<file path="config.mk">
export PLATFORM = sky130hd
export DESIGN_NAME = cpu_sequencer_flat
export DESIGN_NICKNAME = d
export VERILOG_FILES = /design/src/rtl/cpu_sequencer_pkg.sv /design/src/rtl/cpu_sequencer_if.sv /design/src/rtl/cpu_sequencer_cond_check.sv /design/src/rtl/cpu_sequencer.sv /design/src/flat_wrapper.sv
export SDC_FILE = /design/constraint.sdc
export NUM_CORES = 1
export LEC_CHECK = 0
export CORE_UTILIZATION = 52
export DETAILED_ROUTE_END_ITERATION = 8
export DONT_BUFFER_PORTS = 1
export HOLD_SLACK_MARGIN = 0.02
export PLACE_DENSITY = 0.67
export SYNTH_ARGS = -nofsm -noshare
export SYNTH_HDL_FRONTEND = slang
export SYNTH_HIERARCHICAL = 1
export SYNTH_SLANG_ARGS = --single-unit
</file>
<file path="constraint.sdc">
create_clock -name Clk -period 3.15 [get_ports Clk]
set_clock_uncertainty 0.2 [all_clocks]
set_input_delay 0.63 -clock Clk [delete_from_list [all_inputs] [get_ports Clk]]
set_output_delay 0.63 -clock Clk [all_outputs]
set_load 0.02 [all_outputs]
</file>
<file path="src/rtl/cpu_sequencer_pkg.sv">
// Shared definitions for the CPU sequencer: FSM state encoding, opcodes,
// condition codes, instruction-register field positions and flag bits.
// Optional SEQ_STEP_EN adds the PAUSE state used for single-stepping.
package cpu_pkg;

    // Instruction register field positions
    localparam int IR_COND_HI = 31;
    localparam int IR_COND_LO = 28;
    localparam int IR_OP_HI   = 27;
    localparam int IR_OP_LO   = 24;
    localparam int IR_S_BIT   = 23;
    localparam int IR_RD_HI   = 22;
    localparam int IR_RD_LO   = 19;

    // Flag register bit positions, {N,Z,C,V}
    localparam int FLAG_N = 3;
    localparam int FLAG_Z = 2;
    localparam int FLAG_C = 1;
    localparam int FLAG_V = 0;

    // Opcodes the sequencer treats specially; every other value is an ALU op
    localparam logic [3:0] OP_LDR  = 4'hD;
    localparam logic [3:0] OP_STR  = 4'hE;
    localparam logic [3:0] OP_HALT = 4'hF;

    // ARM-style condition codes
    localparam logic [3:0] COND_EQ = 4'h0;
    localparam logic [3:0] COND_NE = 4'h1;
    localparam logic [3:0] COND_CS = 4'h2;
    localparam logic [3:0] COND_CC = 4'h3;
    localparam logic [3:0] COND_MI = 4'h4;
    localparam logic [3:0] COND_PL = 4'h5;
    localparam logic [3:0] COND_VS = 4'h6;
    localparam logic [3:0] COND_VC = 4'h7;
    localparam logic [3:0] COND_HI = 4'h8;
    localparam logic [3:0] COND_LS = 4'h9;
    localparam logic [3:0] COND_GE = 4'hA;
    localparam logic [3:0] COND_LT = 4'hB;
    localparam logic [3:0] COND_GT = 4'hC;
    localparam logic [3:0] COND_LE = 4'hD;
    localparam logic [3:0] COND_AL = 4'hE;
    localparam logic [3:0] COND_NV = 4'hF;

    typedef enum logic [2:0] {
        ST_IDLE      = 3'd0,
        ST_FETCH     = 3'd1,
        ST_DECODE    = 3'd2,
        ST_EXECUTE   = 3'd3,
        ST_MEM       = 3'd4,
        ST_WRITEBACK = 3'd5,
        ST_HALT      = 3'd6
`ifdef SEQ_STEP_EN
        ,
        ST_PAUSE     = 3'd7
`endif
    } state_t;

endpackage

</file>
<file path="src/rtl/cpu_sequencer_if.sv">
// RAM / ALU / register-bank signals between the sequencer and its datapath.
interface cpu_sequencer_if;
    logic        Ram_Enable;
    logic        Ram_RW;
    logic [15:0] Ram_Address;
    logic [31:0] Ram_Out;
    logic [31:0] Instr;
    logic [31:0] Alu_Result;
    logic [3:0]  New_Flag;
    logic [3:0]  Flag;
    logic        Reg_We;

    modport master (
        output Ram_Enable, Ram_RW, Ram_Address, Instr, Flag, Reg_We,
        input  Ram_Out, Alu_Result, New_Flag
    );

    modport slave (
        input  Ram_Enable, Ram_RW, Ram_Address, Instr, Flag, Reg_We,
        output Ram_Out, Alu_Result, New_Flag
    );
endinterface

</file>
<file path="src/rtl/cpu_sequencer_cond_check.sv">
// Combinational ARM condition evaluation: Cond field against {N,Z,C,V}.
module cond_check
    import cpu_pkg::*;
(
    input  logic [3:0] cond,
    input  logic [3:0] flag,
    output logic       pass
);
    logic n, z, c, v;

    assign n = flag[FLAG_N];
    assign z = flag[FLAG_Z];
    assign c = flag[FLAG_C];
    assign v = flag[FLAG_V];

    // Map each condition code to its flag predicate; NV never passes
    always_comb begin
        pass = 1'b0;
        case (cond)
            COND_EQ: pass = z;
            COND_NE: pass = ~z;
            COND_CS: pass = c;
            COND_CC: pass = ~c;
            COND_MI: pass = n;
            COND_PL: pass = ~n;
            COND_VS: pass = v;
            COND_VC: pass = ~v;
            COND_HI: pass = c & ~z;
            COND_LS: pass = ~c | z;
            COND_GE: pass = (n == v);
            COND_LT: pass = (n != v);
            COND_GT: pass = ~z & (n == v);
            COND_LE: pass = z | (n != v);
            COND_AL: pass = 1'b1;
            default: pass = 1'b0;
        endcase
    end
endmodule

</file>
<file path="src/rtl/cpu_sequencer.sv">
// Multi-cycle CPU control sequencer: FETCH -> DECODE -> EXECUTE ->
// (MEM) -> WRITEBACK, with condition-fail short cut, HALT and PC wrap.
// Strobes are decoded from the state register so reset drops them at once.
// Optional macro SEQ_STEP_EN: adds Step input and PAUSE state between
// instructions for single-stepping.
module cpu_sequencer
    import cpu_pkg::*;
(
    input  logic                   Clk,
    input  logic                   Reset_n,
    input  logic                   Start,
`ifdef SEQ_STEP_EN
    input  logic                   Step,
`endif
    cpu_sequencer_if.master        bus,
    output logic [7:0]             Pc,
    output logic                   Busy,
    output logic                   Halted
);

`ifdef SEQ_STEP_EN
    localparam state_t ST_RETIRE = ST_PAUSE;
`else
    localparam state_t ST_RETIRE = ST_FETCH;
`endif

    state_t      state, state_nxt;
    logic [31:0] ir;
    logic [3:0]  flag_q;
    logic [7:0]  pc_q;

    logic [3:0]  cond, opcode, rd;
    logic        s_bit, is_mem, cond_pass;
    logic        unused_bits;

    assign cond   = ir[IR_COND_HI:IR_COND_LO];
    assign opcode = ir[IR_OP_HI:IR_OP_LO];
    assign s_bit  = ir[IR_S_BIT];
    assign rd     = ir[IR_RD_HI:IR_RD_LO];
    assign is_mem = (opcode == OP_LDR) || (opcode == OP_STR);

    // Destination and the upper address bits belong to the datapath
    assign unused_bits = ^{rd, ir[18:0], bus.Alu_Result[31:16]};

    cond_check u_cond (
        .cond (cond),
        .flag (flag_q),
        .pass (cond_pass)
    );

    // Next-state selection
    always_comb begin
        state_nxt = state;
        case (state)
            ST_IDLE:      if (Start) state_nxt = ST_FETCH;
            ST_FETCH:     state_nxt = ST_DECODE;
            ST_DECODE:    state_nxt = ST_EXECUTE;
            ST_EXECUTE: begin
                if (!cond_pass)              state_nxt = ST_RETIRE;
                else if (opcode == OP_HALT)  state_nxt = ST_HALT;
                else if (is_mem)             state_nxt = ST_MEM;
                else                         state_nxt = ST_WRITEBACK;
            end
            ST_MEM:       state_nxt = ST_WRITEBACK;
            ST_WRITEBACK: state_nxt = ST_RETIRE;
            ST_HALT:      state_nxt = ST_HALT;
`ifdef SEQ_STEP_EN
            ST_PAUSE:     if (Step) state_nxt = ST_FETCH;
`endif
            default:      state_nxt = ST_IDLE;
        endcase
    end

    // State register
    always_ff @(posedge Clk or negedge Reset_n) begin
        if (!Reset_n) state <= ST_IDLE;
        else          state <= state_nxt;
    end

    // Program counter: cleared on Start, advanced on retire (pass or fail)
    always_ff @(posedge Clk or negedge Reset_n) begin
        if (!Reset_n)
            pc_q <= 8'h00;
        else if (state == ST_IDLE && Start)
            pc_q <= 8'h00;
        else if ((state == ST_EXECUTE && !cond_pass) || state == ST_WRITEBACK)
            pc_q <= pc_q + 8'h01;
    end

    // Instruction register loads RAM data one cycle after the fetch strobe
    always_ff @(posedge Clk or negedge Reset_n) begin
        if (!Reset_n)                ir <= 32'h0;
        else if (state == ST_DECODE) ir <= bus.Ram_Out;
    end

    // Flags update only for flag-setting ALU ops at writeback
    always_ff @(posedge Clk or negedge Reset_n) begin
        if (!Reset_n)
            flag_q <= 4'b0000;
        else if (state == ST_WRITEBACK && s_bit && !is_mem)
            flag_q <= bus.New_Flag;
    end

    // RAM and register-bank strobes decoded from the current state
    always_comb begin
        bus.Ram_Enable  = 1'b0;
        bus.Ram_RW      = 1'b0;
        bus.Ram_Address = 16'h0000;
        bus.Reg_We      = 1'b0;
        case (state)
            ST_FETCH: begin
                bus.Ram_Enable  = 1'b1;
                bus.Ram_RW      = 1'b1;
                bus.Ram_Address = {8'h00, pc_q};
            end
            ST_MEM: begin
                bus.Ram_Enable  = 1'b1;
                bus.Ram_RW      = (opcode == OP_LDR);
                bus.Ram_Address = bus.Alu_Result[15:0];
            end
            ST_WRITEBACK: bus.Reg_We = (opcode != OP_STR);
            default: ;
        endcase
    end

    assign bus.Instr = ir;
    assign bus.Flag  = flag_q;
    assign Pc        = pc_q;
    assign Busy      = (state != ST_IDLE) && (state != ST_HALT);
    assign Halted    = (state == ST_HALT);

endmodule
</file>
<file path="src/flat_wrapper.sv">
// flat-port wrapper written by rule: the top's interface ports become plain ports
module cpu_sequencer_flat import cpu_pkg::*;
  (Clk, Reset_n, Start, Pc, Busy, Halted, bus_Ram_Enable, bus_Ram_RW, bus_Ram_Address, bus_Instr, bus_Flag, bus_Reg_We, bus_Ram_Out, bus_Alu_Result, bus_New_Flag);
  cpu_sequencer_if bus_i ();
  input  logic Clk;
  input  logic Reset_n;
  input  logic Start;
  output logic [7:0] Pc;
  output logic Busy;
  output logic Halted;
  output wire logic [$bits(bus_i.Ram_Enable)-1:0] bus_Ram_Enable;
  output wire logic [$bits(bus_i.Ram_RW)-1:0] bus_Ram_RW;
  output wire logic [$bits(bus_i.Ram_Address)-1:0] bus_Ram_Address;
  output wire logic [$bits(bus_i.Instr)-1:0] bus_Instr;
  output wire logic [$bits(bus_i.Flag)-1:0] bus_Flag;
  output wire logic [$bits(bus_i.Reg_We)-1:0] bus_Reg_We;
  input wire logic [$bits(bus_i.Ram_Out)-1:0] bus_Ram_Out;
  input wire logic [$bits(bus_i.Alu_Result)-1:0] bus_Alu_Result;
  input wire logic [$bits(bus_i.New_Flag)-1:0] bus_New_Flag;
  assign bus_Ram_Enable = bus_i.Ram_Enable;
  assign bus_Ram_RW = bus_i.Ram_RW;
  assign bus_Ram_Address = bus_i.Ram_Address;
  assign bus_Instr = bus_i.Instr;
  assign bus_Flag = bus_i.Flag;
  assign bus_Reg_We = bus_i.Reg_We;
  assign bus_i.Ram_Out = bus_Ram_Out;
  assign bus_i.Alu_Result = bus_Alu_Result;
  assign bus_i.New_Flag = bus_New_Flag;
  cpu_sequencer u_core (.Clk(Clk), .Reset_n(Reset_n), .Start(Start), .bus(bus_i), .Pc(Pc), .Busy(Busy), .Halted(Halted));
endmodule
</file>
==> metrics.txt, run 1 <==
run status finished, final reports clean; all-layer global routing usage 21.36%; clock sinks 47; clock period minus final worst setup slack 2944 ps; Avg Vias per Cell 6.089; clock tree from TritonCTS done; slew of the pin with the lowest slew margin 731.0 ps; antenna violation net count after detailed routing 0; root buf cell sky130_fd_sc_hd__clkbuf_8; critical path type reg -> out; Synth Area in Adders 0.4762%; largest voltage drop on the vdd net 0.5616 mV; via total after detailed routing 1711; number of DRC markers after the initial detailed-route iteration 81; Antenna Cells 0; setup slack, reg-to-reg 210 ps; cell type of the slowest stage on the worst timing path sky130_fd_sc_hd__dfrtp_1; Post-Place Setup Slack 248.6 ps; Critical Path AT 2110 ps; area of the mapped netlist 2628 µm²; Seq/Total Area, Yosys 44.76%; post-route setup slack 206.2 ps; Hold Vio Cnt, Final 0; RePlAce Congestion 0.8468; start point of the critical path u_core/state[2]; via count of the first global-routing pass 1685; width of the die 73.09 µm; top area cells in the synthesized netlist sky130_fd_sc_hd__dfrtp_1, sky130_fd_sc_hd__mux2_4, sky130_fd_sc_hd__mux2i_1; Post-Route Setup TNS 0 ps; num rows 25; biggest cell delay along the critical path 800 ps; worst hold path cell count 1; area added between synthesis and finish 5.000%; post-synthesis cell count 220; RSZ-0062 raised after global routing no; dominant register cell in the synthesized netlist sky130_fd_sc_hd__dfrtp_1; number of antenna violations at the first check in global routing 0; combinational family with the most area after synthesis multiplexers; endpoint of the most critical register-to-register path u_core/Pc[6]; total setup violations reported at the end of the flow 0; Post-Syn Nets 292; required time at the endpoint of the critical path 2320 ps; post-synthesis average cell area 11.94 µm²; number of enable flip-flop cells after synthesis 0; routed length per instance 20.11 µm; worst min-delay path class in -> reg; fill cell instance count of the final layout 413; maximum number of pins on one net before global-route repair 48; worst-case reg-to-reg path depth 7; capture point of the critical path bus_Ram_Address[2]; Final Slew Violations 0; global-route congestion overflow total 0; die height 73.09 µm; HPWL after DPL 4033 µm; remaining max-slew budget at the tightest pin 51.27%; CTS H-Tree Depth 2; DIE AREA 5341 µm²; Warnings, synthesis 6; crit path cell chain nor2b_1, a22oi_1, nor2_1; Reg-to-Reg Start u_core/bus.Instr[30]; # nets final 286; wire length of the first global-routing pass 8638 µm; placement-stage cell area 2615 µm²; Leakage 1.237 nW; share of cell area taken by muxes after synthesis 22.57%; Initial DRT Pass Iterations 4; later-pin clock latency in the skew report 300 ps; Non-Filler Cell Area, Final 2759 µm²; number of buffers added by the clock tree synthesis step 5; clock transition time at the flip-flop clock pins of the worst setup and hold paths 80 ps; Yosys top cell by area sky130_fd_sc_hd__dfrtp_1; fraction of the cycle the final worst path needs 93.45%; number of buffers on the longest clock path 2; startpoint types flop; number of library cell types mapped by synthesis 51; share of layout cells above drive strength 1 21.50%; fraction of post-synthesis cell area in the top cell type by area 44.76%; max cap viols 0; core area 4786 µm²; Highest Clock Rate 339.7 MHz; total of buffers placed on input and output ports 0; synthesized-area fraction occupied by and/or/nand/nor cells 15.90%; starting density of the core 54.90%; number of primary I/O pins 136; remaining design rule violation count 0; routed wire length 5652 µm; crit path max fanout 27; FF+latch count, synth 47; capturing element type of the critical path primary output; Power per Cell Area 1187 nW/µm²; fraction of synthesis flops using an asynchronous set or reset pin 100.0%; share of the synthesized netlist area taken by xor and xnor gates 1.286%; synthesized-area fraction occupied by ao, oa, aoi and oai cells 10.90%
==> cell usage after synthesis (3+ instances only) <==
| cell type | n |
|---|---|
| sky130_fd_sc_hd__inv_1 | 3 |
| sky130_fd_sc_hd__a21oi_1 | 9 |
| sky130_fd_sc_hd__clkbuf_1 | 5 |
| sky130_fd_sc_hd__o21ai_0 | 4 |
| sky130_fd_sc_hd__nand3_1 | 4 |
| sky130_fd_sc_hd__a22oi_1 | 8 |
| sky130_fd_sc_hd__mux2i_1 | 6 |
| sky130_fd_sc_hd__nor2b_1 | 6 |
| sky130_fd_sc_hd__mux2_4 | 31 |
| sky130_fd_sc_hd__nand4_1 | 3 |
| sky130_fd_sc_hd__nand2_1 | 11 |
| sky130_fd_sc_hd__nand2b_1 | 6 |
| sky130_fd_sc_hd__buf_2 | 4 |
| sky130_fd_sc_hd__dfrtp_1 | 47 |
| sky130_fd_sc_hd__and3_1 | 8 |
| sky130_fd_sc_hd__o211ai_1 | 3 |
| sky130_fd_sc_hd__buf_6 | 4 |
| sky130_fd_sc_hd__nor2_1 | 11 |
| sky130_fd_sc_hd__mux2_1 | 4 |
==> timing repair <==
item | CTS | global route
hold buffers | 2 | 0
setup buffers | 0 | 0
gates resized for setup | 0 | 0
endpoints found under the hold margin | 47 | 0
==> stage by stage <==
| stage | hold slack, ps | total power, W | util, % | instances |
|---|---|---|---|---|
| 2_1_floorplan | 134.4 | 0.002643 | - | 220 |
| 3_3_place_gp | 135.4 | 0.002754 | 54.64 | 272 |
| 3_5_place_dp | 135.5 | 0.002834 | 54.64 | 272 |
| 4_1_cts | 259.1 | 0.003286 | 57.65 | 281 |
| 5_1_grt | 256.4 | 0.003472 | 57.65 | 281 |
| 6_report | 265.5 | 0.003275 | 57.65 | 281 |
==> critical path: cells and delay by family, from the launching register on <==
kind	cells	cell delay (ps)
DFF	1	800
and+or+nand+nor	2	840
AOI/OAI and AO/OA	1	170
==> flip-flops by register name (all words and copies together), names as in the netlist <==
name / count
u_core/bus.Flag: 4
u_core/state: 3
u_core/bus.Instr: 32
u_core/Pc: 8
==> layer usage <==
layer  global-route usage (%)  share of wire (%)  up-vias
li1                         -                  -      792
met2                    36.83                 53       62
met4                    6.100                1.1        0
met5                        0                  0        -
met3                    5.663                7.1        8
met1                    26.25                 39      849
==> power breakdown <==
| part | switching (W) | internal [W] | leakage (nW) |
|---|---|---|---|
| Combinational | 0.000532 | 0.000674 | 0.613 |
| Sequential | 0.000768 | 0.000873 | 0.574 |
| Clock | 0.000197 | 0.000232 | 0.0502 |
==> worst min path at each step <==
stage	startpoint	endpoint	slack, ps
final	bus_New_Flag[2]	u_core/bus.Flag[2]	270
after global routing	bus_New_Flag[2]	u_core/bus.Flag[2]	260
after CTS	bus_New_Flag[0]	u_core/bus.Flag[0]	260
after detailed placement	Reset_n	u_core/bus.Instr[31]	140
after global placement	Reset_n	u_core/bus.Instr[31]	140
after floorplan	Reset_n	u_core/Pc[0]	130
==> cells by family after synthesis <==
group | after synthesis
simple gates | 69
flops | 47
mux | 43
compound gates | 39
buf+inv | 18
xor+xnor | 3
fa+ha+maj | 1
==> placed cells by master (no fill, tap or decap), types with 2 or more instances in the layout <==
cell type and instances:
sky130_fd_sc_hd__a211oi_1 2, sky130_fd_sc_hd__mux2_1 4, sky130_fd_sc_hd__mux2_4 31, sky130_fd_sc_hd__mux2i_1 6
sky130_fd_sc_hd__inv_1 3, sky130_fd_sc_hd__o2111ai_1 2, sky130_fd_sc_hd__nand2b_1 6, sky130_fd_sc_hd__xor2_1 2
sky130_fd_sc_hd__clkbuf_8 5, sky130_fd_sc_hd__a22oi_1 8, sky130_fd_sc_hd__nor3_1 2, sky130_fd_sc_hd__nor2_1 11
sky130_fd_sc_hd__nand3_1 4, sky130_fd_sc_hd__o31ai_1 2, sky130_fd_sc_hd__mux2_2 2, sky130_fd_sc_hd__dfrtp_1 47
sky130_fd_sc_hd__nand4_1 3, sky130_fd_sc_hd__nand2_1 11, sky130_fd_sc_hd__nor2b_1 6, sky130_fd_sc_hd__or2b_1 2
sky130_fd_sc_hd__o21ai_0 4, sky130_fd_sc_hd__nor3b_1 2, sky130_fd_sc_hd__and4_1 2, sky130_fd_sc_hd__a211o_1 2
sky130_fd_sc_hd__o211ai_1 3, sky130_fd_sc_hd__and3b_1 2, sky130_fd_sc_hd__a21oi_1 9, sky130_fd_sc_hd__and3_1 8
==> final cells by class <==
cell class                 count  area, µm²  area share (%)
timing repair buffer           2      37.54           1.361
multi-input combinational    155       1344           48.71
sequential                    47       1176           42.63
tap                           67      83.83           3.039
clock inverter                 2      37.54           1.361
inverter                       3      11.26          0.4082
clock buffer                   5      68.82           2.494
(Power assumes the default switching activity.)
==> run 2: changes to the inputs <==
--- a/config.mk
+++ b/config.mk
@@ -5,6 +5,7 @@
 export SDC_FILE = /design/constraint.sdc
 export NUM_CORES = 1
 export LEC_CHECK = 0
+export ABC_CLOCK_PERIOD_IN_PS = 3150
 export CORE_UTILIZATION = 52
 export DETAILED_ROUTE_END_ITERATION = 8
 export DONT_BUFFER_PORTS = 1
==> results of run 2 <==
Final layout, timing and power as in run 1 (identical DEF).
